<file path="config.mk">
export PLATFORM = sky130hd
export DESIGN_NAME = seq_alu_flat
export DESIGN_NICKNAME = d
export VERILOG_FILES = /design/src/rtl/seq_alu_pkg.sv /design/src/rtl/seq_alu_if.sv /design/src/rtl/addsub32.sv /design/src/rtl/seq_alu.sv /design/src/flat_wrapper.sv
export SDC_FILE = /design/constraint.sdc
export NUM_CORES = 1
export LEC_CHECK = 0
export ABC_CLOCK_PERIOD_IN_PS = 2300
export BUFFER_PORTS_ARGS = -buffer_cell sky130_fd_sc_hd__buf_2
export CORE_MARGIN = 2
export CORE_UTILIZATION = 45
export DETAILED_ROUTE_END_ITERATION = 12
export GPL_TIMING_DRIVEN = 0
export PLACE_DENSITY = 0.68
export SLEW_MARGIN = 20
export SYNTH_ARGS = -nofsm -noshare
export SYNTH_HDL_FRONTEND = slang
export SYNTH_HIERARCHICAL = 1
export SYNTH_SLANG_ARGS = --single-unit
</file>
<file path="constraint.sdc">
create_clock -name clk -period 2.3 [get_ports clk]
set_input_delay 0.23 -clock clk [delete_from_list [all_inputs] [get_ports clk]]
set_output_delay 0.23 -clock clk [all_outputs]
set_load 0.03 [all_outputs]
</file>
<file path="src/rtl/seq_alu_pkg.sv">
// Shared encodings for the sequential ALU and its combinational sibling.
// Opcodes, FSM states and the response bundle live here.
package alu_const;

  localparam int unsigned XLEN = 32;
  localparam int unsigned SHW  = 5;

  typedef enum logic [1:0] {
    alu_add = 2'd0,
    alu_sub = 2'd1,
    alu_sll = 2'd2,
    alu_srl = 2'd3
  } alu_op_e;

  typedef enum logic [1:0] {
    S_IDLE  = 2'd0,
    S_SHIFT = 2'd1,
    S_DONE  = 2'd2
  } state_e;

  typedef struct packed {
    logic [XLEN-1:0] res;
    logic            zf;
    logic            of;
    logic            cf;
  } resp_t;

  // True for the two opcodes that go through the shift datapath
  function automatic logic is_shift(alu_op_e op);
    return (op == alu_sll) || (op == alu_srl);
  endfunction

endpackage

</file>
<file path="src/rtl/seq_alu_if.sv">
// Request/response bundle between a requester and seq_alu.
// master drives requests and resp_ready; slave is the ALU.
interface seq_alu_if;
  import alu_const::*;

  logic            req_valid;
  logic            req_ready;
  logic [XLEN-1:0] a;
  logic [XLEN-1:0] b;
  alu_op_e         ctrl;
  logic            resp_valid;
  logic            resp_ready;
  logic [XLEN-1:0] res;
  logic            zf;
  logic            of;
  logic            cf;

  modport master (
    output req_valid, a, b, ctrl, resp_ready,
    input  req_ready, resp_valid, res, zf, of, cf
  );

  modport slave (
    input  req_valid, a, b, ctrl, resp_ready,
    output req_ready, resp_valid, res, zf, of, cf
  );

endinterface

</file>
<file path="src/rtl/addsub32.sv">
// 32-bit adder/subtractor with 33-bit sum.
// cf_o is carry for add and borrow (a<b unsigned) for sub.
module addsub32 (
  input  logic [31:0] a_i,
  input  logic [31:0] b_i,
  input  logic        sub_i,
  output logic [31:0] sum_o,
  output logic        cf_o,
  output logic        of_o
);

  logic [31:0] b_eff;
  logic [32:0] sum33;

  // Two's-complement subtract: a + ~b + 1
  always_comb begin
    b_eff = sub_i ? ~b_i : b_i;
    sum33 = {1'b0, a_i} + {1'b0, b_eff}
          + {32'd0, sub_i};
  end

  assign sum_o = sum33[31:0];
  assign cf_o  = sub_i ? ~sum33[32] : sum33[32];

  // Overflow: operand signs (after negation) agree, result sign differs
  assign of_o = sub_i
    ? (a_i[31] != b_i[31]) && (sum33[31] != a_i[31])
    : (a_i[31] == b_i[31]) && (sum33[31] != a_i[31]);

endmodule

</file>
<file path="src/rtl/seq_alu.sv">
// Sequential ALU: single-cycle add/sub, bit-serial shifts.
// One operation in flight; response held until resp_ready.
module seq_alu
  import alu_const::*;
(
  input  logic       clk,
  input  logic       rst,
  seq_alu_if.slave   bus
);

  state_e          state_q, state_d;
  logic [XLEN-1:0] work_q,  work_d;
  logic [SHW-1:0]  cnt_q,   cnt_d;
  alu_op_e         op_q,    op_d;
  resp_t           rsp_q,   rsp_d;

  logic            accept;
  logic [SHW-1:0]  amt;
  logic            shift_req;
  logic [XLEN-1:0] as_sum;
  logic            as_cf;
  logic            as_of;
  logic [XLEN-1:0] step;
  logic            out_bit;
  logic            last;

  assign accept    = (state_q == S_IDLE) && bus.req_valid;
  assign amt       = bus.b[SHW-1:0];
  assign shift_req = is_shift(bus.ctrl);
  assign last      = (cnt_q == SHW'(1));

  addsub32 u_addsub (
    .a_i   (bus.a),
    .b_i   (bus.b),
    .sub_i (bus.ctrl == alu_sub),
    .sum_o (as_sum),
    .cf_o  (as_cf),
    .of_o  (as_of)
  );

  // One-bit shift of the working register and the bit leaving it
  always_comb begin
    step    = work_q;
    out_bit = 1'b0;
    unique case (1'b1)
      (op_q == alu_sll): begin
        step    = {work_q[XLEN-2:0], 1'b0};
        out_bit = work_q[XLEN-1];
      end
      (op_q == alu_srl): begin
        step    = {1'b0, work_q[XLEN-1:1]};
        out_bit = work_q[0];
      end
      default: begin
        step    = work_q;
        out_bit = 1'b0;
      end
    endcase
  end

  // State register
  always_ff @(posedge clk or posedge rst) begin
    if (rst) begin
      state_q <= S_IDLE;
    end else begin
      state_q <= state_d;
    end
  end

  // Next-state logic
  always_comb begin
    state_d = state_q;
    unique case (state_q)
      S_IDLE: begin
        if (accept) begin
          if (shift_req && (amt != '0)) begin
            state_d = S_SHIFT;
          end else begin
            state_d = S_DONE;
          end
        end
      end
      S_SHIFT: begin
        if (last) begin
          state_d = S_DONE;
        end
      end
      S_DONE: begin
        if (bus.resp_ready) begin
          state_d = S_IDLE;
        end
      end
      default: begin
        state_d = S_IDLE;
      end
    endcase
  end

  // Handshake outputs decode the state; data comes from registers
  always_comb begin
    bus.req_ready  = (state_q == S_IDLE);
    bus.resp_valid = (state_q == S_DONE);
    bus.res        = rsp_q.res;
    bus.zf         = rsp_q.zf;
    bus.of         = rsp_q.of;
    bus.cf         = rsp_q.cf;
  end

  // Datapath next values: capture on accept, step while shifting
  always_comb begin
    work_d = work_q;
    cnt_d  = cnt_q;
    op_d   = op_q;
    rsp_d  = rsp_q;
    if (accept) begin
      op_d   = bus.ctrl;
      work_d = bus.a;
      cnt_d  = amt;
      if (!shift_req) begin
        rsp_d.res = as_sum;
        rsp_d.cf  = as_cf;
        rsp_d.of  = as_of;
        rsp_d.zf  = (as_sum == '0);
      end else if (amt == '0) begin
        rsp_d.res = bus.a;
        rsp_d.cf  = 1'b0;
        rsp_d.of  = 1'b0;
        rsp_d.zf  = (bus.a == '0);
      end
    end else if (state_q == S_SHIFT) begin
      work_d = step;
      cnt_d  = cnt_q - SHW'(1);
      if (last) begin
        rsp_d.res = step;
        rsp_d.cf  = out_bit;
        rsp_d.of  = 1'b0;
        rsp_d.zf  = (step == '0);
      end
    end
  end

  // Datapath registers; reset abandons any operation in flight
  always_ff @(posedge clk or posedge rst) begin
    if (rst) begin
      work_q <= '0;
      cnt_q  <= '0;
      op_q   <= alu_add;
      rsp_q  <= '0;
    end else begin
      work_q <= work_d;
      cnt_q  <= cnt_d;
      op_q   <= op_d;
      rsp_q  <= rsp_d;
    end
  end

endmodule

</file>
<file path="src/flat_wrapper.sv">
// flat-port wrapper written by rule: the top's interface ports become plain ports
module seq_alu_flat import alu_const::*;
  (clk, rst, bus_req_valid, bus_a, bus_b, bus_ctrl, bus_resp_ready, bus_req_ready, bus_resp_valid, bus_res, bus_zf, bus_of, bus_cf);
  seq_alu_if bus_i ();
  input  logic clk;
  input  logic rst;
  input wire logic [$bits(bus_i.req_valid)-1:0] bus_req_valid;
  input wire logic [$bits(bus_i.a)-1:0] bus_a;
  input wire logic [$bits(bus_i.b)-1:0] bus_b;
  input wire logic [$bits(bus_i.ctrl)-1:0] bus_ctrl;
  input wire logic [$bits(bus_i.resp_ready)-1:0] bus_resp_ready;
  output wire logic [$bits(bus_i.req_ready)-1:0] bus_req_ready;
  output wire logic [$bits(bus_i.resp_valid)-1:0] bus_resp_valid;
  output wire logic [$bits(bus_i.res)-1:0] bus_res;
  output wire logic [$bits(bus_i.zf)-1:0] bus_zf;
  output wire logic [$bits(bus_i.of)-1:0] bus_of;
  output wire logic [$bits(bus_i.cf)-1:0] bus_cf;
  assign bus_i.req_valid = bus_req_valid;
  assign bus_i.a = bus_a;
  assign bus_i.b = bus_b;
  assign bus_i.ctrl = bus_ctrl;
  assign bus_i.resp_ready = bus_resp_ready;
  assign bus_req_ready = bus_i.req_ready;
  assign bus_resp_valid = bus_i.resp_valid;
  assign bus_res = bus_i.res;
  assign bus_zf = bus_i.zf;
  assign bus_of = bus_i.of;
  assign bus_cf = bus_i.cf;
  seq_alu u_core (.clk(clk), .rst(rst), .bus(bus_i));
endmodule
</file>
==> metrics.md, run 1 <==
| Metric | Value |
|---|---|
| Mapped Area | `0.00695 mm²` |
| Post-synthesis cell count | `837` |
| Most numerous cell in the Yosys netlist | `nand2_1` |
| Worst reg2reg path depth | `7` |
| Routability Congestion | `0.919` |
| Final setup TNS | `-22.18 ns` |
| Post-Route WL | `26200 µm` |
| Die Wd | `around 130 µm` |
| Mapped Nets | `roughly 940` |
| Area leader, netlist | `dfrtp_1` |
| Final Net Count | `1113` |
| Root buffer cell | `clkbuf_16` |
| Pleak | `4.22 nW` |
| RSZ-0062 raised after global routing | `true` |
| Antenna cell count | `0` |
| Fillers | `between 1000 and 1500` |
| Max-cap violations | `0` |
| Reg2reg end | `u_core/bus.zf` |
| Post-Syn Area per Cell | `8.31 µm²` |
| CTS Buf Count | `9` |
| Vias in the first global route | `7016` |
| CP startpoint kind | `input pin` |
| Required @ worst endpoint | `2.58 ns` |
| Worst slew pin tran | `0.868 ns` |
| Post-DR vias/cell | `6.45` |
| CTS tree | `done` |
| Core Util, Final | `a little under two thirds` |
| Total gr overflow | `0` |
| H-Tree Depth | `3` |
| Top cells by count, synth | `nand2_1 (88), o21ai_0 (80), dfrtp_1 (76), a21oi_1 (53), nor2_1 (50)` |
| Max FO, Critical Path | `8` |
| Max Freq | `~0.27 GHz` |
| Antenna violations before repair | `0` |
| Warnings from Yosys | `6` |
| Min-Delay Path Class | `input pin to register` |
| Antenna viol nets, final | `0` |
| Final Max Slew Viols | `0` |
| Layout area overhead | `38.3%` |
| Number of top-level pins | `107` |
| DR WL/cell | `about 22 µm` |
| Worst VDD drop | `0.000542 V` |
| Hold_sp | `bus_ctrl[0]` |
| Die Height | `~130 µm` |
| PD cells | `around 1200 mW/mm²` |
| Clock sink count | `76` |
| First-pass GRT wire length | `38500 µm` |
| Status | `finished, violations left` |
| Violated checks | `negative setup slack` |
| Hold Path End | `u_core/op_q[0]` |
| Synth top area share | `27.4%` |
| Clock tree buffer depth | `2` |
| Die area | `0.0165 mm²` |
| Sequential fraction of the synthesis area | `between 20% and 30%` |
| Worst-path clk slew | `0.06 ns` |
| Largest net degree at the start of global routing | `48` |
| Final Hold Viols | `0` |
| Slew headroom | `41.7%` |
| Port bufs | `105` |
| Critical path capture point type | `register` |
| DRC | `0` |
| Reg2reg start | `u_core/state_q[1]` |
| Post-synth cell types | `76` |
| Core Footprint | `around 0.015 mm²` |
| Min setup slack post-route | `-1.34 ns` |
| Flop-to-flop setup slack | `-0.53 ns` |
| Period utilization | `158%` |
| Skew final | `0.00546 ns` |
| Vias | `7748` |
| Storage cell area | `about 0.0019 mm²` |
| Share of flip-flops with an asynchronous set or reset | `100%` |
| Clk_lat worst skew | `0.35 ns` |
| Cell row count | `45` |
| WP data arrival | `around 3.9 ns` |
| GR Util All Layers | `30.4%` |
| DR iter-0 viols | `about 900` |
| Hold depth | `3` |
| Pwr Total | `around 11 mW` |
| Number of enable flip-flop cells after synthesis | `0` |
| #FFs+latches synth | `76` |
| Fin crit period | `roughly 3.6 ns` |
| Area of the multi-input gates | `~0.0057 mm²` |
| Setup Viol. Count Final | `30` |
| Top_reg_cell synth | `dfrtp_1` |
| DRT Pass-1 Iters | `8` |
| Setup CP Type | `input pin to register` |
| Top cells by area, synth | `dfrtp_1 (27%), ha_1 (5.9%), mux2i_1 (5.9%), o21ai_0 (5.8%), xor2_1 (5.4%)` |
| Layout cells sized above 1 | `between 30 and 40%` |
| Hpwl dp | `between 15000 and 20000 µm` |
| Starting Density | `45.9%` |
per-layer routing:
layer | global-route usage (%) | up-vias | routed length (µm)
met5 | 0 | - | 0
met4 | 12.3 | 0 | 919
met3 | 5.30 | 77 | 2600
met2 | 47.9 | 504 | 12300
met1 | 41.3 | 3717 | 10400
li1 | - | 3450 | -
final cells by class:
type	count	share of cell area, %
buffer	49	3.10
sequential	76	19.8
timing repair buffer	170	11.3
clock buffer	11	2.63
inverter	16	0.651
multi-input combinational	687	58.9
clock inverter	5	1.11
tap	188	2.45
state kept, by name (all words and copies together), names as in the netlist:
signal and cells:
u_core/state_q 2, u_core/bus.cf 1, u_core/op_q 2, u_core/bus.of 1, u_core/cnt_q 5, u_core/work_q 32, u_core/bus.res 32, u_core/bus.zf 1
kinds of logic after synthesis:
group | share of synthesized area [%]
xor gates and xnor gates | 7.31
adders and majority gates | 6.23
muxes | 8.66
AOI/OAI and AO/OA | 28.5
and+or+nand+nor | 17.5
buffers and inverters | 4.43
DFF | 27.4
worst max path at each step:
stage                startpoint            end  slack [ns]  depth (start not counted)
global route        bus_ctrl[1]  u_core/bus.zf       -1.43                         20
global placement    bus_ctrl[1]  u_core/bus.zf       -2.26                         19
detailed placement  bus_ctrl[1]  u_core/bus.zf       -2.28                         19
floorplan           bus_ctrl[1]  u_core/bus.zf       -1.31                         19
CTS                 bus_ctrl[1]  u_core/bus.zf       -1.38                         19
finish              bus_ctrl[0]  u_core/bus.zf       -1.34                         20
timing repair:
item	in CTS	in global routing
endpoints found under the setup margin	70	67
setup buffers	36	28
gates resized for setup	114	110
pin swaps	58	45
endpoints found under the hold margin	29	0
hold buffers	1	0
metrics by stage:
step	area, µm²	std cells	setup WS (ns)	hold WS, ns
after floorplan	7060	837	-1.31	0.335
after global placement	7820	1130	-2.26	0.459
after detailed placement	7850	1131	-2.28	0.253
after CTS	8970	1181	-1.38	0.152
after global routing	9610	1202	-1.43	0.172
final	9610	1202	-1.34	0.176
placed cells by master (no fill, tap or decap), drive strengths merged, types with 5 or more instances in the layout:
cell type,count
a221o,10
dfrtp,76
nor2b,19
o21a,6
nor3,5
a21oi,57
nor4,19
a211oi,28
and3,5
mux2,17
buf,182
a22oi,22
nand2,88
o32ai,6
xnor2,15
nand2b,5
mux2i,41
and2,10
clkbuf,47
a31oi,6
o22a,7
inv,17
a21o,24
nand3,15
nand4,13
ha,33
o21ai,85
xor2,43
nor2,52
critical path: stages:
cell and delay [ns]:
buf_4 0.13, nor2b_4 0.16, buf_4 0.14, buf_8 0.13
buf_4 0.14, xor2_2 0.18, ha_4 0.32, buf_4 0.13
nand3_1 0.09, o211ai_1 0.17, a21oi_2 0.12, buf_6 0.15
a31oi_4 0.25, a41oi_4 0.18, nand2_1 0.11, o211ai_1 0.14
nor4_2 0.33, nand4_1 0.21, o41ai_2 0.42, o31a_1 0.18
where the power goes:
part,internal (mW),switching (mW),leakage (nW)
Clock,1.12,0.592,0.172
Combinational,2.70,4.24,3.12
Sequential,2.00,0.727,0.934
Total,5.82,5.55,4.22
Power figures use the tool's default switching activity.
==> run 2, diff against run 1 <==
- ABC_AREA: unset -> 1
==> run 2 against run 1 <==
Against the previous run:
- the flow still finishes with violations (negative setup slack)
- sequential share of layout area fell by 1.0 points
- critical path depth rose by 3
- hold slack got worse by 0.12 ns
- cell area rose by 5.6%
- largest cell class unchanged
- register-to-register slack improved by 0.88 ns
- via count rose by 13%
- maximum frequency rose by 25%
- cell count rose by 19%
- first-iteration DRC count rose by 32%
- global-route usage rose by 1.7 points
- synthesized cell count rose by 22%
- die area rose by 1.2%
==> metrics.md, run 2 <==
| Metric | Value |
|---|---|
| Final Max Slew Viols | `0 (unchanged)` |
| Max FO, Critical Path | `5 (-3)` |
| Max Freq | `0.343 GHz (+25%)` |
| Post-Route WL | `29900 µm (+14%)` |
| Slew headroom | `53.4% (+12 points)` |
| Worst slew pin tran | `0.699 ns (-0.170 ns)` |
| H-Tree Depth | `3 (unchanged)` |
| Period utilization | `127% (-32 points)` |
| Share of flip-flops with an asynchronous set or reset | `100% (unchanged)` |
| Number of top-level pins | `107 (unchanged)` |
| Final setup TNS | `-3.65 ns (+18.52 ns)` |
| Adder and majority gate portion of the synthesized area | `6.15% (-0.075 points)` |
| Warnings from Yosys | `6 (unchanged)` |
| Violated checks | `negative setup slack` |
| Worst slack, placed | `-1.21 ns (+1.07 ns)` |
| Die Wd | `129 µm (+0.59%)` |
| Top cells by area, synth | `dfrtp_1 (27%), nand2_1 (10%), nand3_1 (9.1%), nor2_1 (8.8%), xor2_1 (6.1%)` |
| WP buf/inv | `5 (-1)` |
| Min-Delay Path Class | `input pin to register` |
| Largest family of logic cells by synthesized area | `simple AND/OR/NAND/NOR gates` |
| Min setup slack post-route | `-0.612 ns (+0.731 ns)` |
| RSZ-0062 raised after global routing | `true` |
| Max-cap violations | `0 (unchanged)` |
| Worst-path clk slew | `0.06 ns (about the same)` |
| Hpwl dp | `19700 µm (+5.9%)` |
| Largest net degree at the start of global routing | `48 (unchanged)` |
| Status | `finished, violations left` |
| Skew final | `0.00705 ns (+0.00159 ns)` |
| Reg2reg end | `u_core/bus.zf` |
| Multiplexer area fraction after synthesis | `0% (-8.7 points)` |
| Worst path depth | `23 (+15%)` |
| Setup CP Type | `input pin to register` |
| Met1 WL | `11200 µm (+7.3%)` |
| Final Hold Viols | `0 (unchanged)` |
| Core Footprint | `0.0153 mm² (+0.74%)` |
| Fin crit period | `2.91 ns (-0.731 ns)` |
| Hold depth | `2 (-1)` |
| Hold Path End | `u_core/state_q[1]` |
| Layout cells sized above 1 | `38.4% (+1.6 points)` |
| #FFs+latches synth | `76 (unchanged)` |
| Die Height | `129 µm (+0.59%)` |
| Cell row count | `45 (unchanged)` |
| Worst VDD drop | `0.000490 V (-9.7%)` |
| Simple-gate portion of the synthesized area | `32.6% (+15 points)` |
| CP startpoint kind | `input pin` |
| Top_reg_cell synth | `dfrtp_1` |
| First-pass GRT wire length | `41300 µm (+7.3%)` |
| Vias in the first global route | `7836 (+12%)` |
| Sequential fraction of the synthesis area | `27.0% (-0.33 points)` |
| GR Util All Layers | `32.0% (+1.7 points)` |
| Routability Congestion | `0.976 (+6.3%)` |
| Root buffer cell | `clkbuf_16` |
| DRT Pass-1 Iters | `7 (-1)` |
| DR WL/cell | `21.0 µm (-3.9%)` |
| Vias | `8754 (+13%)` |
| Flop-to-flop setup slack | `0.35 ns (+0.88 ns)` |
| Top cells by count, synth | `nand2_1 (188), nor2_1 (165), nand3_1 (128), inv_1 (87), dfrtp_1 (76)` |
| DRC | `0 (unchanged)` |
| DR iter-0 viols | `1185 (+32%)` |
| Met2 WL | `14000 µm (+14%)` |
| Total gr overflow | `0 (unchanged)` |
| Port bufs | `105 (unchanged)` |
| Mapped Area | `0.00704 mm² (+1.2%)` |
| CTS Buf Count | `9 (unchanged)` |
| PD cells | `1150 mW/mm² (-2.8%)` |
| Hold_sp | `bus_resp_ready` |
| Delay-heaviest family, CP | `simple AND/OR/NAND/NOR gates` |
| Clock sink count | `76 (unchanged)` |
| Most frequent cells in the layout | `nand2_1 (154), nor2_1 (146), buf_2 (124)` |
| Final Net Count | `1315 (+18%)` |
| WP data arrival | `3.15 ns (-0.77 ns)` |
| Clock tree buffer depth | `2 (unchanged)` |
| Commonest non-fill, non-tap cell in the layout | `nand2_1` |
| Die area | `0.0167 mm² (+1.2%)` |
| Post-synthesis compound-gate area fraction | `18.5% (-10 points)` |
| Critical Path Slowest Stage Cell | `nor2_1` |
| Post-synth cell types | `48 (-37%)` |
| Layout area overhead | `44.3%` |
| Critical path cell sequence | `buf_8 > inv_4 > nor2_4 > buf_6 > buf_16 > xor2_1 > ha_4 > nand2_1 > nor2_1 > inv_1 > nor2_1 > nand2_1 > nand2_2 > xor2_2 > nor2_1 > nand4_1 > nor2_2 > nand2_1 > nand2_1 > nand2_1 > nand2_1 > nor2_2 > nor2_1` |
| Setup Viol. Count Final | `24 (-20%)` |
| Uppermost routed layer | `met4` |
| Area leader, netlist | `dfrtp_1` |
| Most frequent CP cell | `nand2_1` |
| Fillers | `1207 (+0.17%)` |
| Antenna violations before repair | `0 (unchanged)` |
| Critical path capture point type | `register` |
| Mapped Nets | `1129 (+20%)` |
| Antenna viol nets, final | `0 (unchanged)` |
| Antenna cell count | `0 (unchanged)` |
| Most numerous cell in the Yosys netlist | `nand2_1` |
| CP peak stage delay | `0.28 ns (-0.14 ns)` |
| Starting Density | `46.1% (+0.22 points)` |
| CTS tree | `done` |
| Clk_lat worst skew | `0.35 ns (about the same)` |
| Reg2reg start | `u_core/op_q[1]` |
| Post-Syn Area per Cell | `6.87 µm² (-17%)` |
| Post-DR vias/cell | `6.14 (-4.8%)` |
| Number of enable flip-flop cells after synthesis | `0 (unchanged)` |
| Met3 wire length | `2960 µm (+14%)` |
| Synth Area in XOR/XNOR | `7.09% (-0.21 points)` |
| Synth top area share | `27.0% (-0.33 points)` |
| Post-synthesis cell count | `1025 (+22%)` |
| Pleak | `4.62 nW (+9.4%)` |
| Worst reg2reg path depth | `12 (+5)` |
| Required @ worst endpoint | `2.54 ns (-0.04 ns)` |
==> run 2: cell count changes in the layout (fill, tap and decap cells not counted), sizes merged, moves of 21 or more <==
cell and delta:
nor2 +119, nand3 +115, o22ai +28, o21ai -57, clkbuf -22, a31oi +25
buf +24, a211oi -28, a21o -22, a22oi -21, nand2 +113, inv +79
mux2i -41
==> run 2: final cells by class <==
class                      instances  area [µm²]  area share, %
buffer                            47         312           3.07
clock buffer                       9         225           2.22
clock inverter                     6        65.1          0.641
inverter                          95         364           3.59
multi-input combinational        806        5810           57.2
sequential                        76        1900           18.7
tap                              211         264           2.60
timing repair buffer             176        1210           11.9
==> run 2: repair_timing <==
item,CTS,global route
setup endpoints to repair,26,30
pin swaps,83,73
cloned,4,0
hold buffers,1,0
buffers inserted,45,25
endpoints found under the hold margin,29,0
resized for setup,178,122
==> run 2: logic make-up after synthesis <==
logic type	after synthesis
AND/OR/NAND/NOR	527
AO/OA/AOI/OAI	188
buffers and inverters	143
flip-flops	76
XOR/XNOR	57
adder cells (fa/ha/maj)	34
==> run 2: worst max path at each step <==
stage	from	endpoint	slack, ns
global route	bus_ctrl[0]	u_core/bus.zf	-0.72
floorplan	bus_ctrl[1]	u_core/bus.zf	-0.55
global placement	bus_ctrl[1]	u_core/bus.zf	-1.21
detailed placement	bus_ctrl[1]	u_core/bus.zf	-1.21
finish	bus_ctrl[0]	u_core/bus.zf	-0.61
CTS	bus_ctrl[1]	u_core/bus.zf	-0.52
==> run 2: report_power, final <==
| group | switching [mW] | internal (mW) |
|---|---|---|
| clock network | 0.563 | 0.835 |
| logic | 4.95 | 2.69 |
| registers | 0.607 | 2.02 |
| total | 6.12 | 5.55 |
==> run 2: layer usage <==
metal  track usage (%)  vias to the layer above
met2              52.2                      644
met3              4.29                      138
met4              14.1                        0
li1                  -                     3830
met5                 0                        -
met1              42.8                     4142
==> run 2: stage by stage <==
stage                     power [mW]  instance area, µm²  util, %  hold slack [ns]  instances
after floorplan                 7.08                7090        -            0.316       1025
after global placement          8.91                7880     51.6            0.408       1341
after detailed placement        8.97                7910     51.8            0.264       1342
after CTS                       11.0                9410     61.7           0.0464       1406
after global routing            12.3               10200     66.5           0.0486       1426
final                           11.7               10200     66.5           0.0526       1426
